===== src/rtl/config_reg_bank_if.sv =====
// GPIO write bus and committed-register outputs of config_reg_bank.
// The PS side drives gpio_in; the register bank drives everything else.
interface config_reg_bank_if #(
    parameter int word_width = 8,
    parameter int num_words  = 4,
    parameter int num_regs   = 4
);
    logic [31:0]                                gpio_in;
    logic [num_regs*num_words*word_width-1:0]   reg_out;
    logic [num_regs-1:0]                        reg_complete;
    logic                                       commit_pulse;
    logic                                       err_partial;

    modport master (output gpio_in, input reg_out, reg_complete, commit_pulse, err_partial);
    modport slave  (input gpio_in, output reg_out, reg_complete, commit_pulse, err_partial);
endinterface


===== src/rtl/config_reg_bank.sv =====
// Double-buffered configuration register bank fed by the PS GPIO write bus.
// Bytes shift MSB-first into per-register shadows; a commit copies every shadow out in one cycle.
module config_reg_slot #(
    parameter int word_width = 8,
    parameter int num_words  = 4
) (
    input  logic                            clk,
    input  logic                            rst,
    input  logic                            wr,
    input  logic                            commit,
    input  logic                            clr,
    input  logic [word_width-1:0]           data,
    output logic [num_words*word_width-1:0] shadow,
    output logic                            cnt_nz,
    output logic                            complete
);
    localparam int R     = num_words * word_width;
    localparam int CNT_W = (num_words > 1) ? $clog2(num_words) : 1;

    logic [CNT_W-1:0] cnt;
    logic [R-1:0]     shifted;
    logic             last;

    // Oldest byte falls off the top; a single-byte register just reloads.
    if (num_words == 1) begin : g_one
        assign shifted = data;
    end else begin : g_many
        assign shifted = {shadow[R-word_width-1:0], data};
    end

    assign last   = (cnt == CNT_W'(num_words - 1));
    assign cnt_nz = (cnt != '0);

    always_ff @(posedge clk) begin
        if (rst || clr) begin
            shadow   <= '0;
            cnt      <= '0;
            complete <= 1'b0;
        end else if (wr) begin
            shadow <= shifted;
            cnt    <= last ? '0 : cnt + CNT_W'(1);
            if (last) complete <= 1'b1;
        end else if (commit) begin
            cnt      <= '0;
            complete <= 1'b0;
        end
    end
endmodule

module config_reg_bank #(
    parameter int word_width = 8,
    parameter int num_words  = 4,
    parameter int num_regs   = 4,
    parameter int addr_width = 16,
    parameter int base_addr  = 0
) (
    input  logic             clk,
    input  logic             rst,
    config_reg_bank_if.slave bus
);
    localparam int R = num_words * word_width;

    localparam logic [0:0] ST_ARMED = 1'b0;
    localparam logic [0:0] ST_HOLD  = 1'b1;

    logic [31:0]                   gpio_q;
    logic                          sample_vld;
    logic [0:0]                    state;
    logic [addr_width-1:0]         addr_q;
    logic [word_width-1:0]         data_q;
    logic                          w_clk_q;
    logic                          fire;
    logic                          commit_hit;
    logic                          clr_hit;
    logic [num_regs-1:0][R-1:0]    shadow;
    logic [num_regs-1:0][R-1:0]    reg_q;
    logic [num_regs-1:0]           cnt_nz;
    logic [num_regs-1:0]           complete;
    logic                          pulse_q;
    logic                          err_q;
    logic                          unused_bits;

    assign addr_q      = gpio_q[addr_width-1:0];
    assign data_q      = gpio_q[16 +: word_width];
    assign w_clk_q     = gpio_q[24];
    assign unused_bits = ^gpio_q[31:25];

    assign fire       = (state == ST_ARMED) && w_clk_q;
    assign commit_hit = fire && (addr_q == addr_width'(base_addr + num_regs));
    assign clr_hit    = fire && (addr_q == addr_width'(base_addr + num_regs + 1));

    // gpio_q holds its reset value, not a real bus sample, in the first cycle
    // after reset; sample_vld keeps HOLD from re-arming on that fake low.
    always_ff @(posedge clk) begin
        if (rst) begin
            gpio_q     <= '0;
            sample_vld <= 1'b0;
            state      <= ST_HOLD;
        end else begin
            gpio_q     <= bus.gpio_in;
            sample_vld <= 1'b1;
            case (state)
                ST_ARMED: if (w_clk_q) state <= ST_HOLD;
                default:  if (sample_vld && !w_clk_q) state <= ST_ARMED;
            endcase
        end
    end

    for (genvar k = 0; k < num_regs; k++) begin : g_reg
        logic wr;
        assign wr = fire && (addr_q == addr_width'(base_addr + k));

        config_reg_slot #(
            .word_width (word_width),
            .num_words  (num_words)
        ) u_slot (
            .clk      (clk),
            .rst      (rst),
            .wr       (wr),
            .commit   (commit_hit),
            .clr      (clr_hit),
            .data     (data_q),
            .shadow   (shadow[k]),
            .cnt_nz   (cnt_nz[k]),
            .complete (complete[k])
        );
    end

    always_ff @(posedge clk) begin
        if (rst) begin
            reg_q   <= '0;
            pulse_q <= 1'b0;
            err_q   <= 1'b0;
        end else begin
            pulse_q <= commit_hit;
            if (commit_hit) begin
                reg_q <= shadow;
                if (|cnt_nz) err_q <= 1'b1;
            end else if (clr_hit) begin
                err_q <= 1'b0;
            end
        end
    end

    assign bus.reg_out      = reg_q;
    assign bus.reg_complete = complete;
    assign bus.commit_pulse = pulse_q;
    assign bus.err_partial  = err_q;
endmodule


===== src/flat_wrapper.sv =====
// flat-port wrapper written by rule: the top's interface ports become plain ports
module config_reg_bank_flat 
#(
    parameter int word_width = 8,
    parameter int num_words  = 4,
    parameter int num_regs   = 4,
    parameter int addr_width = 16,
    parameter int base_addr  = 0
)
  (clk, rst, bus_gpio_in, bus_reg_out, bus_reg_complete, bus_commit_pulse, bus_err_partial);
  config_reg_bank_if #(.word_width(word_width), .num_words(num_words), .num_regs(num_regs)) bus_i ();
  input  logic clk;
  input  logic rst;
  input wire logic [$bits(bus_i.gpio_in)-1:0] bus_gpio_in;
  output wire logic [$bits(bus_i.reg_out)-1:0] bus_reg_out;
  output wire logic [$bits(bus_i.reg_complete)-1:0] bus_reg_complete;
  output wire logic [$bits(bus_i.commit_pulse)-1:0] bus_commit_pulse;
  output wire logic [$bits(bus_i.err_partial)-1:0] bus_err_partial;
  assign bus_i.gpio_in = bus_gpio_in;
  assign bus_reg_out = bus_i.reg_out;
  assign bus_reg_complete = bus_i.reg_complete;
  assign bus_commit_pulse = bus_i.commit_pulse;
  assign bus_err_partial = bus_i.err_partial;
  config_reg_bank #(.word_width(word_width), .num_words(num_words), .num_regs(num_regs), .addr_width(addr_width), .base_addr(base_addr)) u_core (.clk(clk), .rst(rst), .bus(bus_i));
endmodule

===== config.mk =====
export PLATFORM = sky130hd
export DESIGN_NAME = config_reg_bank_flat
export DESIGN_NICKNAME = d
export VERILOG_FILES = /design/src/rtl/config_reg_bank_if.sv /design/src/rtl/config_reg_bank.sv /design/src/flat_wrapper.sv
export SDC_FILE = /design/constraint.sdc
export NUM_CORES = 1
export LEC_CHECK = 0
export CAP_MARGIN = 15
export CORE_ASPECT_RATIO = 2
export CORE_UTILIZATION = 50
export CTS_BUF_LIST = sky130_fd_sc_hd__clkbuf_8
export CTS_CLUSTER_DIAMETER = 80
export DETAILED_ROUTE_END_ITERATION = 8
export HOLD_SLACK_MARGIN = 0.08
export PLACE_DENSITY_LB_ADDON = 0.12
export SLEW_MARGIN = 20
export SYNTH_ARGS = -nofsm -noshare
export SYNTH_HDL_FRONTEND = slang
export SYNTH_SLANG_ARGS = --single-unit

===== constraint.sdc =====
create_clock -name clk -period 4.9 [get_ports clk]
set_input_delay 1.225 -clock clk [delete_from_list [all_inputs] [get_ports clk]]
set_output_delay 1.225 -clock clk [all_outputs]
set_load 0.05 [all_outputs]

## Yosys cells after proc, flatten, opt, wreduce, memory -nomap -nowiden

Cells that the tools add are included.

- Add/subtract/negate cells: 4
- Eq/ne operators: 14
- Muxes and demuxes: 25
- Bitwise logic cells: 1
- Reduce and logical (&&, ||, !) cells: 26

Operators by type and width:

| kind | count |
|---|---|
| $eq A16 B2 Y1 const B | 2 |
| $eq A16 B3 Y1 const B | 2 |
| $mux W2 | 9 |
| $reduce_bool A2 Y1 | 9 |
| $eq A16 B1 Y1 const B | 1 |
| $logic_not A16 Y1 | 1 |
| $mux W1 | 16 |
| $reduce_and A2 Y1 | 5 |
| $add A2 B1 Y2 const B | 4 |
| $eq A2 B2 Y1 const B | 4 |
| $logic_and A1 B1 Y1 | 8 |
| $ne A2 B1 Y1 const B | 4 |
| $reduce_or A4 Y1 | 1 |
| $ne A2 B2 Y1 const B | 1 |
| $logic_not A1 Y1 | 1 |
| $logic_or A1 B1 Y1 | 1 |
| $not A1 Y1 | 1 |

- Register bits after elaboration: 297
- Input port bits: 34
- Output and inout bits: 134
- Logic and storage cells: 91

## Logic depth before layout (Yosys ltp)

Gate-level depths: netlist of the first run.

- Depth after elaboration: 5
- Gate-level depth with buffers: 8
- Depth with buffers taken out: 5

## By module

Synthesis of the first run repeated with hierarchy kept, for this count alone.

- Cell total of the unflattened synthesis: 1153
- Area, all modules: 10961.8 um2

Modules (own cells, without submodules):

| module | instances | cells each | area an instance (um2) | seq. area each (um2) |
|---|---|---|---|---|
| config_reg_bank | 1 | 665 | 5796.8 | 3143.0 |
| config_reg_slot | 4 | 122 | 1291.2 | 700.7 |

## Worst setup path after synthesis of the first run

OpenSTA, ideal clock, no wires.

- Path type: input to register
- Start: in rst
- End: reg u_core.err_q (netlist: u_core.bus.err_partial)
- Library setup time: 0.117 ns
- Data arrival time: 2.063 ns
- Data required time: 4.783 ns
- Path slack: 2.720 ns
- Cell stages on the path: 6
- Path buffers: 3
- Cells stage by stage: clkbuf_1 inv_1 o21ai_1 clkbuf_1 buf_2 nor2_1

RTL lines:

| what | line | source |
|---|---|---|
| start, declared | flat_wrapper.sv:13 | `input logic rst;` |
| end signal, assigned | config_reg_bank.sv:133 | `err_q <= 1'b0;` |
| end signal, assigned | config_reg_bank.sv:138 | `if (\|cnt_nz) err_q <= 1'b1;` |
| end signal, assigned | config_reg_bank.sv:140 | `err_q <= 1'b0;` |
| end, declared | config_reg_bank.sv:80 | `logic err_q;` |

## Worst setup path in the final report of the first run

- Start: reg u_core.err_q (netlist: u_core.bus.err_partial)
- End: out bus_err_partial

RTL lines:

| what | line | source |
|---|---|---|
| end, declared | flat_wrapper.sv:18 | `output wire logic [$bits(bus_i.err_partial)-1:0] bus_err_partial;` |

No word-level cell between the ends.

==> run summary, run 1 <==
The run finished with clean final reports. The number of instances on the worst hold path was 1; the largest net degree at the start of global routing was 128. Setup repair after global routing left no endpoint under its margin.

In this run the deepest clock path goes through 3 buffers. The number of antenna cells inserted was 0; the total number of clock tree sinks was 297. For the core box area, the log shows 22300 sq um. The destination of the worst register-to-register timing path was u_core.bus.reg_out[73]$_SDFFE_PP0P_. The tools report the number of placed cells counting well taps as 1631.

The HPWL after detailed placement is 18600 um. Setup slack on the critical path of the routed design comes to 1860 ps. The largest individual stage delay along the critical path comes from the cell sky130_fd_sc_hd__clkdlybuf4s50_1.

Counting flops and latches in the post-synthesis netlist gives 297. The tools report the source of the worst register-to-register timing path as u_core.gpio_q[8]$_SDFF_PP0_. In the routed layout, each cell is associated on average with a via count of 5.98. For the worst flop-to-flop path, the logic depth is 5. For the number of routed nets with antenna violations, the log shows 0. The floorplan has 77 rows. In this run the register-to-register setup slack is 2150 ps. The floorplan die width works out to 109 um. IR analysis of the VDD net gives a maximum drop of 0.234 mV. Adding up every negative setup slack in the final design gives 0 ps. The logs give 0 for the remaining design rule violation count and 51.2% for the initial cell density of the core. The setup slack at placement is 2000 ps, and the wire length reported by the detailed router is 31400 um. The count of final hold-check violations is 0, and the post-synthesis area per instance is 8.49 sq um.

Cells with a size suffix above 1 make up 6.40% of the layout. Measured along the y axis, the die boundary spans 215 um. The worst path uses 62.1% of the clock period. The final layout contains 1441 nets. The tools report the number of buffers inserted during clock tree synthesis as 41. The biggest cell delay along the critical path works out to 930 ps. The run gives 34 as the unique cell type count in the Yosys netlist. TritonCTS built the clock tree. After clock tree synthesis, the clock-pin slew on the worst setup and hold paths is 70 ps. During placement, the flow inserted port buffers numbering 160. The detailed router finished its first iteration with 605 violations. Data arrives at the worst endpoint at 1820 ps. Endpoint class of the critical path: an output port. The number of buffers and inverters on the critical path is 1, and the proportion of synthesized chip area in sequential cells is 52.2%. Summed over all cells, the static leakage comes to 4.25 nW.

From synthesis to final layout, the design area changed by 19.3%. The power density over cell area is 326 nW/um^2, and the number of global-route vias before repair is 9704. In the final routed layout, each cell accounts on average for 18.5 um. The total nets after synthesis came out at 1383. Leaving out fill and tap cells, the most frequent cells in the layout are sky130_fd_sc_hd__dfxtp_1 (297), sky130_fd_sc_hd__o21ai_0 (268), sky130_fd_sc_hd__a21oi_1 (268).

The path class of the tightest hold or removal check is reg -> reg. After the flow finishes, the layout carries non-filler instances totaling 1698. Of all nets on the critical path, the largest fanout is 2.

Measured against its own limit, the worst slew margin works out to 27.4%. Startpoint of the most critical hold path: u_core.sample_vld$_DFF_P_. For the pin with the worst max-slew slack, the measured transition is 1090 ps.

The Yosys warning count came out at 0. Clock latency on the worst-skew pair, taken at its later pin, is 560 ps. Global routing finished with a remaining overflow of 0. Max-cap violations in this run came to 0. Gates resized during post-CTS repair numbered 0. The logs give 1341 for the gate count after technology mapping and 0 for the number of hold buffers added after CTS.

The number of enable-type register cells in the synthesized netlist was 0. Setup violations remaining at the end of the flow were counted as 0. Traced cell by cell, the critical path runs through clkdlybuf4s50_1.

Data on the critical path is required at its endpoint by 3670 ps. The first detailed-routing pass ran for 5 iterations. For this run, the total global-route usage over all layers was measured as 26.9%. For the final database, setup skew stands at 17.3 ps. For the initial antenna violation count, the log shows 0.

The tools report the max-slew violation count as 0. For this run, the leading register cell type out of synthesis is sky130_fd_sc_hd__dfxtp_1. The worst setup path is of the reg -> out kind. After synthesis, the share of flip-flops with an asynchronous set or reset is 0%. Summing every instance area after synthesis gives 11400 sq um. At the end of the flow the core is filled with cells to 61.0%. The worst setup path is launched from a flip-flop. The congestion estimate from routability-driven global placement came to 0.790. Detailed routing inserted a total of 10100 vias. In this run the number of H-tree levels came out at 2. The tools report the library cell used as clock root buffer as sky130_fd_sc_hd__clkbuf_8. The leading cell type in the layout, fill and taps excluded was sky130_fd_sc_hd__dfxtp_1. Among cell families on the critical path, the largest total delay comes from buffers and inverters. Post-CTS timing repair inserted 0 buffers for setup.

The global-route wire length before repair is 50500 um, and the overall die area is 23400 sq um. During I/O placement, the number of pins put on the boundary was 168. The end point of the most critical hold path is u_core.state$_SDFF_PP1_. Based on the critical path, the design can be clocked at up to 329 MHz.

The final period demand of the worst path came out at 3040 ps.
layer usage:
metal	track usage [%]	up-vias	routed length, um
met4	13.2	0	1350
li1	-	4937	-
met3	3.14	71	1250
met1	32.2	4875	12200
met2	46.8	266	16600
met5	0	-	0
cell usage after synthesis, types with 2 or more instances:
library cell,number,share of area (%)
sky130_fd_sc_hd__dfxtp_1,297,52
sky130_fd_sc_hd__a21oi_1,268,12
sky130_fd_sc_hd__o21ai_0,268,12
sky130_fd_sc_hd__nand3_1,194,8.5
sky130_fd_sc_hd__clkbuf_1,111,3.7
sky130_fd_sc_hd__nand4_1,72,4.0
sky130_fd_sc_hd__buf_2,44,1.9
sky130_fd_sc_hd__nor2b_1,26,1.4
sky130_fd_sc_hd__inv_1,10,0.33
sky130_fd_sc_hd__ha_1,8,0.88
sky130_fd_sc_hd__buf_4,6,0.40
sky130_fd_sc_hd__nor2_1,4,0.13
sky130_fd_sc_hd__or4_1,4,0.26
sky130_fd_sc_hd__nand2_1,3,0.099
sky130_fd_sc_hd__nor4_4,3,0.56
sky130_fd_sc_hd__and4_1,2,0.15
sky130_fd_sc_hd__buf_6,2,0.20
sky130_fd_sc_hd__nand2b_1,2,0.11
sky130_fd_sc_hd__nand4_4,2,0.37
kinds of logic after synthesis:
kind of cell,share of synthesized area (%)
AOI/OAI and AO/OA,23.7
xor gates and xnor gates,0.0769
adders and majority gates,0.879
buffers and inverters,6.52
DFF,52.2
and+or+nand+nor,16.6
final cells by class:
class / instances / area, sq um
Fill cell: 2036 / 8670
Sequential cell: 297 / 5950
Multi-Input combinational cell: 871 / 4740
Timing Repair Buffer: 178 / 1760
Clock buffer: 49 / 674
Tap cell: 276 / 345
Clock inverter: 17 / 75.1
Inverter: 10 / 37.5
how the worst max path moves through the flow:
stage | start | end | slack [ps] | cells past startpoint
finish | u_core.bus.err_partial$_SDFFE_PP0P_ | bus_err_partial | 1860 | 1
global route | u_core.bus.err_partial$_SDFFE_PP0P_ | bus_err_partial | 1840 | 1
CTS | u_core.bus.reg_out[55]$_SDFFE_PP0P_ | bus_reg_out[55] | 1860 | 1
detailed placement | rst | u_core.g_reg[2].u_slot.cnt[0]$_SDFFE_PP0P_ | 2000 | 5
global placement | rst | u_core.bus.err_partial$_SDFFE_PP0P_ | 2030 | 5
floorplan | rst | u_core.bus.err_partial$_SDFFE_PP0P_ | 2720 | 6
per-stage QoR:
stage / power (mW) / hold slack [ps] / area [sq um]
2_1_floorplan: 2.61 / 399 / 11400
3_3_place_gp: 2.67 / 420 / 12800
3_5_place_dp: 2.67 / 430 / 12800
4_1_cts: 4.46 / 440 / 13600
5_1_grt: 4.57 / 458 / 13600
6_report: 4.43 / 437 / 13600
state kept, by name (all words and copies together), names as in the netlist:
name	flops
u_core.bus.reg_out	128
u_core.state	1
u_core.sample_vld	1
u_core.bus.commit_pulse	1
u_core.g.u_slot.cnt	8
u_core.gpio_q	25
u_core.g.u_slot.complete	4
u_core.g.u_slot.shadow	128
u_core.bus.err_partial	1
power breakdown:
part | leakage [nW] | switching, mW | internal (mW) | total (mW)
logic | 1.42 | 0.135 | 0.0422 | 0.178
registers | 2.40 | 0.0207 | 2.43 | 2.45
clock network | 0.434 | 0.904 | 0.899 | 1.80
total | 4.25 | 1.06 | 3.37 | 4.43
Note: power is estimated with default switching activity, not from simulation.
==> run 2: changes to the inputs <==
- clock period: 4.9 -> 2.74 ns (I/O delays scaled with it)
==> run 2 against run 1 <==
Against the previous run: first-iteration DRC count down 9.1%; via count increased by 1.1%; non-clock buffer count is 5 higher; power grew 80%; cell area grew 1.5%; critical path depth unchanged; worst hold slack worse by 19 ps; worst setup slack worse by 1600 ps; clock skew grew 3.6 ps; core utilization rose by 0.89 points; critical path type unchanged; largest cell class unchanged.
==> run summary, run 2 (synthesis results as in run 1) <==
The flow ran to the end, and the final reports show no timing, DRC or antenna violations. The critical-path cell with the highest stage delay was sky130_fd_sc_hd__clkdlybuf4s50_1 (unchanged). The leakage power total was 4.34 nW (was 4.25 nW). The core box area was 22300 sq um (unchanged); the number of H-tree levels was 2 (unchanged). The aggregate global routing overflow is 0 (unchanged). Leading cell type in the layout, fill and taps excluded: sky130_fd_sc_hd__dfxtp_1 (unchanged). The logs give 0 (unchanged) for the remaining design rule violation count and 297 (unchanged) for the total number of clock tree sinks. The number of I/O pins came out at 168 (unchanged). The highest achievable clock rate was 406 MHz; the largest net degree at the start of global routing was 160 (was 128). The actual slew at the worst max-slew pin works out to 910 ps (was 1090 ps).

The buffer depth of the longest clock path came out at 3 (unchanged). The number of buffers inserted during clock tree synthesis came out at 40 (was 41). The chip height works out to 215 um (unchanged). The initial cell density of the core was 51.2% (unchanged). The total chip power is 7.96 mW (was 4.43 mW), and the post-detailed-route wirelength per cell is 18.3 um (was 18.5 um). The initial antenna violation count was 1 (was 0).

Highest-count cells in the layout ignoring fill and taps: sky130_fd_sc_hd__dfxtp_1 (297), sky130_fd_sc_hd__o21ai_0 (268), sky130_fd_sc_hd__a21oi_1 (268) (unchanged). Library cell used as clock root buffer: sky130_fd_sc_hd__clkbuf_8 (unchanged). The routability congestion estimate was 0.787 (was 0.790). The synthesis-to-finish area growth was 21.0% (was 19.3%); the clock transition at the registers of the reported paths was 70 ps (about the same). The total iterations of the first detailed-routing run is 5 (unchanged), and the share of the clock period used by the worst path is 90.0%. The wire length reported by the detailed router is 31200 um (was 31400 um). The post-place instance area was 13000 sq um (was 12800 sq um); the port buffer count was 160 (unchanged). The tools report the max-slew violation count as 0 (unchanged). The worst path in the final design needs a cycle of 2470 ps, including I/O delays and setup. Power density over cell area: 578 nW/um^2 (was 326 nW/um^2).

The detailed-route vias per instance is 6.01 (was 5.98). Setup repair after global routing left no endpoint under its margin. The floorplan die width came out at 109 um (unchanged). The number of failing setup endpoints in the final timing report was 0 (unchanged); the global-route wire length before repair was 49700 um (was 50500 um). The number of rows in the core area is 77 (unchanged).

The logs give 0 (unchanged) for the number of gates resized after cts and 1445 (was 1441) for the net total in the final layout. The tools report the initial DRC count as 550 (was 605). The headroom to the max-slew limit is 39.3% (was 27.4%). The cell area after layout is 13800 sq um (was 13600 sq um). Kind of cell adding the most delay to the critical path: buffers and inverters (unchanged). The worst min-delay path category was reg -> reg (unchanged). The logs give 0.367 mV (was 0.234 mV) for the worst IR drop on VDD and 0 (unchanged) for the max capacitance violation total. Endpoint class of the critical path: an output port (unchanged). The share of cells above drive strength 1 was 6.71% (was 6.40%).

The number of global-route vias before repair was 9517 (was 9704); the number of buffers and inverters on the critical path was 1 (unchanged). The final sum of negative setup slack was 0 ps (unchanged); the number of hold buffers added after CTS was 0 (unchanged). Cell chain of the critical path: clkdlybuf4s50_1 (unchanged). The logs give 26.5% (was 26.9%) for the global-route usage over all layers and 0 (unchanged) for the count of final hold-check violations. The HPWL reported at the end of detailed placement was 18700 um (was 18600 um).

The type of origin of the critical path is a flip-flop (unchanged). The required time at the endpoint of the critical path was 2060 ps (was 3670 ps). For the later-pin clock latency in the skew report, the log shows 540 ps (was 560 ps). The final worst clock skew is 20.9 ps (was 17.3 ps). The via count of the routed design came out at 10300 (was 10100). The run gives 23400 sq um (unchanged) as the overall die area. The start-to-end type of the worst setup path is reg -> out (unchanged). For the number of buffers inserted to repair setup after CTS, the log shows 0 (unchanged).

The largest fanout of any net on the critical path is 2 (unchanged), and the biggest cell delay along the critical path is 910 ps (was 930 ps). The run gives 1780 ps (was 1820 ps) as the data arrival time of the worst path. TritonCTS built the clock tree. Number of routed nets with antenna violations: 0 (unchanged).
==> run 2: cell types whose count changed in the layout (fill, tap and decap cells not counted), moves of 2 or more <==
cell and delta:
sky130_fd_sc_hd__clkbuf_8 +2, sky130_fd_sc_hd__buf_12 +11, sky130_fd_sc_hd__inv_1 +2, sky130_fd_sc_hd__buf_4 -6
==> run 2: final timing paths <==
| kind | from | endpoint | slack (ps) | cells past startpoint |
|---|---|---|---|---|
| setup / recovery | u_core.bus.err_partial$_SDFFE_PP0P_ | bus_err_partial | 270 | 1 |
| hold / removal | u_core.sample_vld$_DFF_P_ | u_core.state$_SDFF_PP1_ | 420 | 1 |
| setup reg to reg | u_core.gpio_q[8]$_SDFF_PP0_ | u_core.g_reg[2].u_slot.shadow[19]$_SDFFE_PP0P_ | 500 | 5 |
| hold reg to reg | u_core.sample_vld$_DFF_P_ | u_core.state$_SDFF_PP1_ | 420 | 1 |
==> run 2: per-stage QoR <==
stage	util (%)	cells	setup WS [ps]	hold WS (ps)
2_1_floorplan	-	1341	986	399
3_3_place_gp	58.4	1637	533	409
3_5_place_dp	58.4	1637	483	426
4_1_cts	61.9	1706	245	418
5_1_grt	61.9	1707	250	445
6_report	61.9	1707	275	418
==> run 2: where the power goes <==
part	switching [mW]	leakage (nW)	total, mW	internal [mW]
Combinational	0.244	1.48	0.338	0.0942
Sequential	0.0376	2.40	4.38	4.34
Clock	1.59	0.458	3.25	1.67
Total	1.87	4.34	7.96	6.10
==> run 2: metal layers <==
metal	global-route usage (%)	part of all wire [%]	routed length [um]	up-vias
li1	-	-	-	4942
met1	31.7	38	12000	4920
met2	44.7	52	16200	323
met3	3.53	4.3	1350	78
met4	15.1	5.3	1660	0
met5	0	0	0	-
==> run 2: layout make-up <==
class | instances | area, sq um
inverters | 10 | 37.5
clock inverters | 18 | 71.3
well taps | 276 | 345
flip-flops and latches | 297 | 5950
repair buffers | 183 | 1930
diodes | 1 | 2.50
fillers | 2015 | 8470
clock buffers | 51 | 702
multi-input cells | 871 | 4740
==> run 3: changes to the inputs <==
- clock period: 2.74 -> 2.6 ns (I/O delays scaled with it)
==> run 3 against run 2 <==
Against the previous run: die area unchanged; critical path type unchanged; worst hold slack worse by 42 ps; clock skew decreased by 3.9 ps; largest power group unchanged; via count fell by 0.48%; combinational power grew 5%; worst setup slack worse by 77 ps; routed wire length about the same; non-clock buffer count increased by 8; sequential power is 5.3% higher; sequential cell count is the same; critical path depth did not move.
==> run summary, run 3 (synthesis results as in run 1) <==
The flow ran to the end, and the final reports show no timing, DRC or antenna violations. The worst IR drop on VDD is 0.378 mV (was 0.367 mV). Headroom to the max-slew limit: 32.3% (was 39.3%). The actual slew at the worst max-slew pin is 1020 ps (was 910 ps), and the share of the core filled with cells in the final layout is 62.2% (was 61.9%).

The run gives 0 ps (unchanged) as the final sum of negative setup slack. The total chip power is 8.44 mW (was 7.96 mW), and the share of cells above drive strength 1 is 7.31% (was 6.71%). The net total in the final layout was 1453 (was 1445); the post-detailed-route wirelength per cell was 18.2 um (was 18.3 um). The number of instances on the worst hold path was 2 (was 1); the number of buffers inserted to repair setup after CTS was 0 (unchanged). The number of global-route vias before repair came out at 9586 (was 9517). The HPWL reported at the end of detailed placement came out at 19100 um (was 18700 um). The tools report the critical path launch point as u_core.bus.reg_out[55]$_SDFFE_PP0P_ (was u_core.bus.err_partial$_SDFFE_PP0P_).

The tools report the endpoint class of the critical path as an output port (unchanged). The synthesis-to-finish area growth is 21.5% (was 21.0%). The library cell used as clock root buffer was sky130_fd_sc_hd__clkbuf_8 (unchanged).

The internal cell power came out at 6.45 mW (was 6.10 mW). The global-route usage over all layers is 26.8% (was 26.5%). Timing would allow up to 416 MHz. The setup slack at placement is 465 ps (was 483 ps), and the initial cell density of the core is 51.2% (unchanged). Number of H-tree levels: 2 (unchanged). The portion of total power attributed to the clock network was 41.1% (was 40.8%); the total iterations of the first detailed-routing run was 5 (unchanged).

The max capacitance violation total is 0 (unchanged). The number of buffers and inverters on the critical path was 1 (unchanged). Largest fanout of any net on the critical path: 2 (unchanged). For the least setup slack across all paths after layout, the log shows 198 ps (was 275 ps).

The switching fraction of total power was 23.5% (about the same); the aggregate global routing overflow was 0 (unchanged). Routability congestion estimate: 0.767 (was 0.787). The run gives 22300 sq um (unchanged) as the core box area. The kind of cell adding the most delay to the critical path was buffers and inverters (unchanged). For the wire length reported by the detailed router, the log shows 31300 um (was 31200 um).

The tools report the largest net degree at the start of global routing as 113 (was 160). The fraction of power consumed by combinational cells came out at 4.2% (about the same). The worst path uses 92.4% of the clock period.

The fill cell total of the finished layout is 1997 (was 2015), and the clock transition at the registers of the reported paths is 70 ps (about the same). The critical-path cell with the highest stage delay was sky130_fd_sc_hd__clkdlybuf4s50_1 (unchanged). Biggest cell delay along the critical path: 830 ps (was 910 ps).

The initial DRC count is 521 (was 550), and the data arrival time of the worst path is 1750 ps (was 1780 ps). The floorplan die width works out to 109 um (unchanged). Highest-count cells in the layout ignoring fill and taps: sky130_fd_sc_hd__dfxtp_1 (297), sky130_fd_sc_hd__o21ai_0 (268), sky130_fd_sc_hd__a21oi_1 (268) (unchanged).

Final period demand of the worst path: 2400 ps. The tools report the type of origin of the critical path as a flip-flop (unchanged). The number of hold buffers added after CTS came out at 0 (unchanged). The worst min-delay path category is in -> reg (was reg -> reg).

For the multi-input combinational cell area, the log shows 4740 sq um (unchanged). TritonCTS built the clock tree. The initial antenna violation count was 2 (was 1); the chip height was 215 um (unchanged). The run gives 10200 (was 10300) as the via count of the routed design.

The tools report the switching power total as 1.98 mW (was 1.87 mW). For the number of rows in the core area, the log shows 77 (unchanged). The number of buffers inserted during clock tree synthesis came out at 40 (unchanged).

The run gives 4.37 nW (was 4.34 nW) as the leakage power total. The required time at the endpoint of the critical path came out at 1950 ps (was 2060 ps). The source of the worst register-to-register timing path was u_core.gpio_q[8]$_SDFF_PP0_ (unchanged).

The number of I/O pins is 168 (unchanged). The number of cells on the critical path came out at 1 (unchanged). The final worst clock skew is 17.1 ps (was 20.9 ps), and the overall die area is 23400 sq um (unchanged).

The number of gates resized after cts is 0 (unchanged). Leading cell type in the layout, fill and taps excluded: sky130_fd_sc_hd__dfxtp_1 (unchanged). The run gives 50200 um (was 49700 um) as the global-route wire length before repair. The buffer depth of the longest clock path came out at 3 (unchanged). The later-pin clock latency in the skew report was 540 ps (about the same). The tools report the number of routed nets with antenna violations as 0 (unchanged). Start-to-end type of the worst setup path: reg -> out (unchanged). The tools report the total number of clock tree sinks as 297 (unchanged).

The detailed-route vias per instance is 5.96 (was 6.01), and the count of cells along the worst register-to-register path is 5 (unchanged). The port buffer count is 160 (unchanged). The area taken by flip-flops and latches is 5950 sq um (unchanged).

Setup repair after global routing left no endpoint under its margin. The max-slew violation count is 0 (unchanged). The remaining design rule violation count is 0 (unchanged), and the sequential share of power is 54.7% (was 54.9%). The startpoint of the most critical hold path is rst (was u_core.sample_vld$_DFF_P_).

The power density over cell area was 610 nW/um^2 (was 578 nW/um^2); the number of failing setup endpoints in the final timing report was 0 (unchanged). Cell chain of the critical path: clkdlybuf4s50_1 (unchanged). The count of final hold-check violations is 0 (unchanged).
[run 3: through the flow]
stage / area (sq um) / std cells / hold WS, ps
finish: 13800 / 1715 / 376
global route: 13800 / 1715 / 377
CTS: 13800 / 1713 / 342
detailed placement: 13100 / 1645 / 411
global placement: 13100 / 1645 / 415
floorplan: 11400 / 1341 / 399
[run 3: final timing paths]
check                                                            to  slack, ps
worst max-delay path                                bus_reg_out[55]        200
worst min-delay path                      u_core.sample_vld$_DFF_P_        380
worst max register to register  u_core.bus.reg_out[53]$_SDFFE_PP0P_        440
worst min register to register              u_core.state$_SDFF_PP1_        430
[run 3: worst reg2reg max path, delay by kind of cell, from the launching register on]
family | cells | cell delay (ps)
AO/OA/AOI/OAI | 2 | 540
buffers and inverters | 1 | 420
flip-flops | 1 | 320
AND/OR/NAND/NOR | 2 | 730
[run 3: final cells by class]
| type | instances | share of cell area [%] |
|---|---|---|
| antenna | 2 | 0.0362 |
| clock buffer | 52 | 5.17 |
| clock inverter | 16 | 0.461 |
| inverter | 10 | 0.271 |
| multi-input combinational | 871 | 34.3 |
| sequential | 297 | 43.0 |
| tap | 276 | 2.50 |
| timing repair buffer | 191 | 14.3 |
[run 3: per-layer routing]
metal / global-route usage (%) / vias up / routed length (um)
met3: 3.41 / 65 / 1250
met1: 31.8 / 4904 / 12200
met5: 0 / - / 0
met4: 13.2 / 0 / 1320
li1: - / 4963 / -
met2: 46.5 / 282 / 16500
[run 3: power groups by stage]
stage / logic [mW] / registers [mW] / clock network, mW
after floorplan: 0.235 / 4.69 / 0
after global placement: 0.350 / 4.71 / 0
after detailed placement: 0.352 / 4.71 / 0
after CTS: 0.352 / 4.61 / 3.54
after global routing: 0.382 / 4.61 / 3.74
final: 0.355 / 4.61 / 3.47
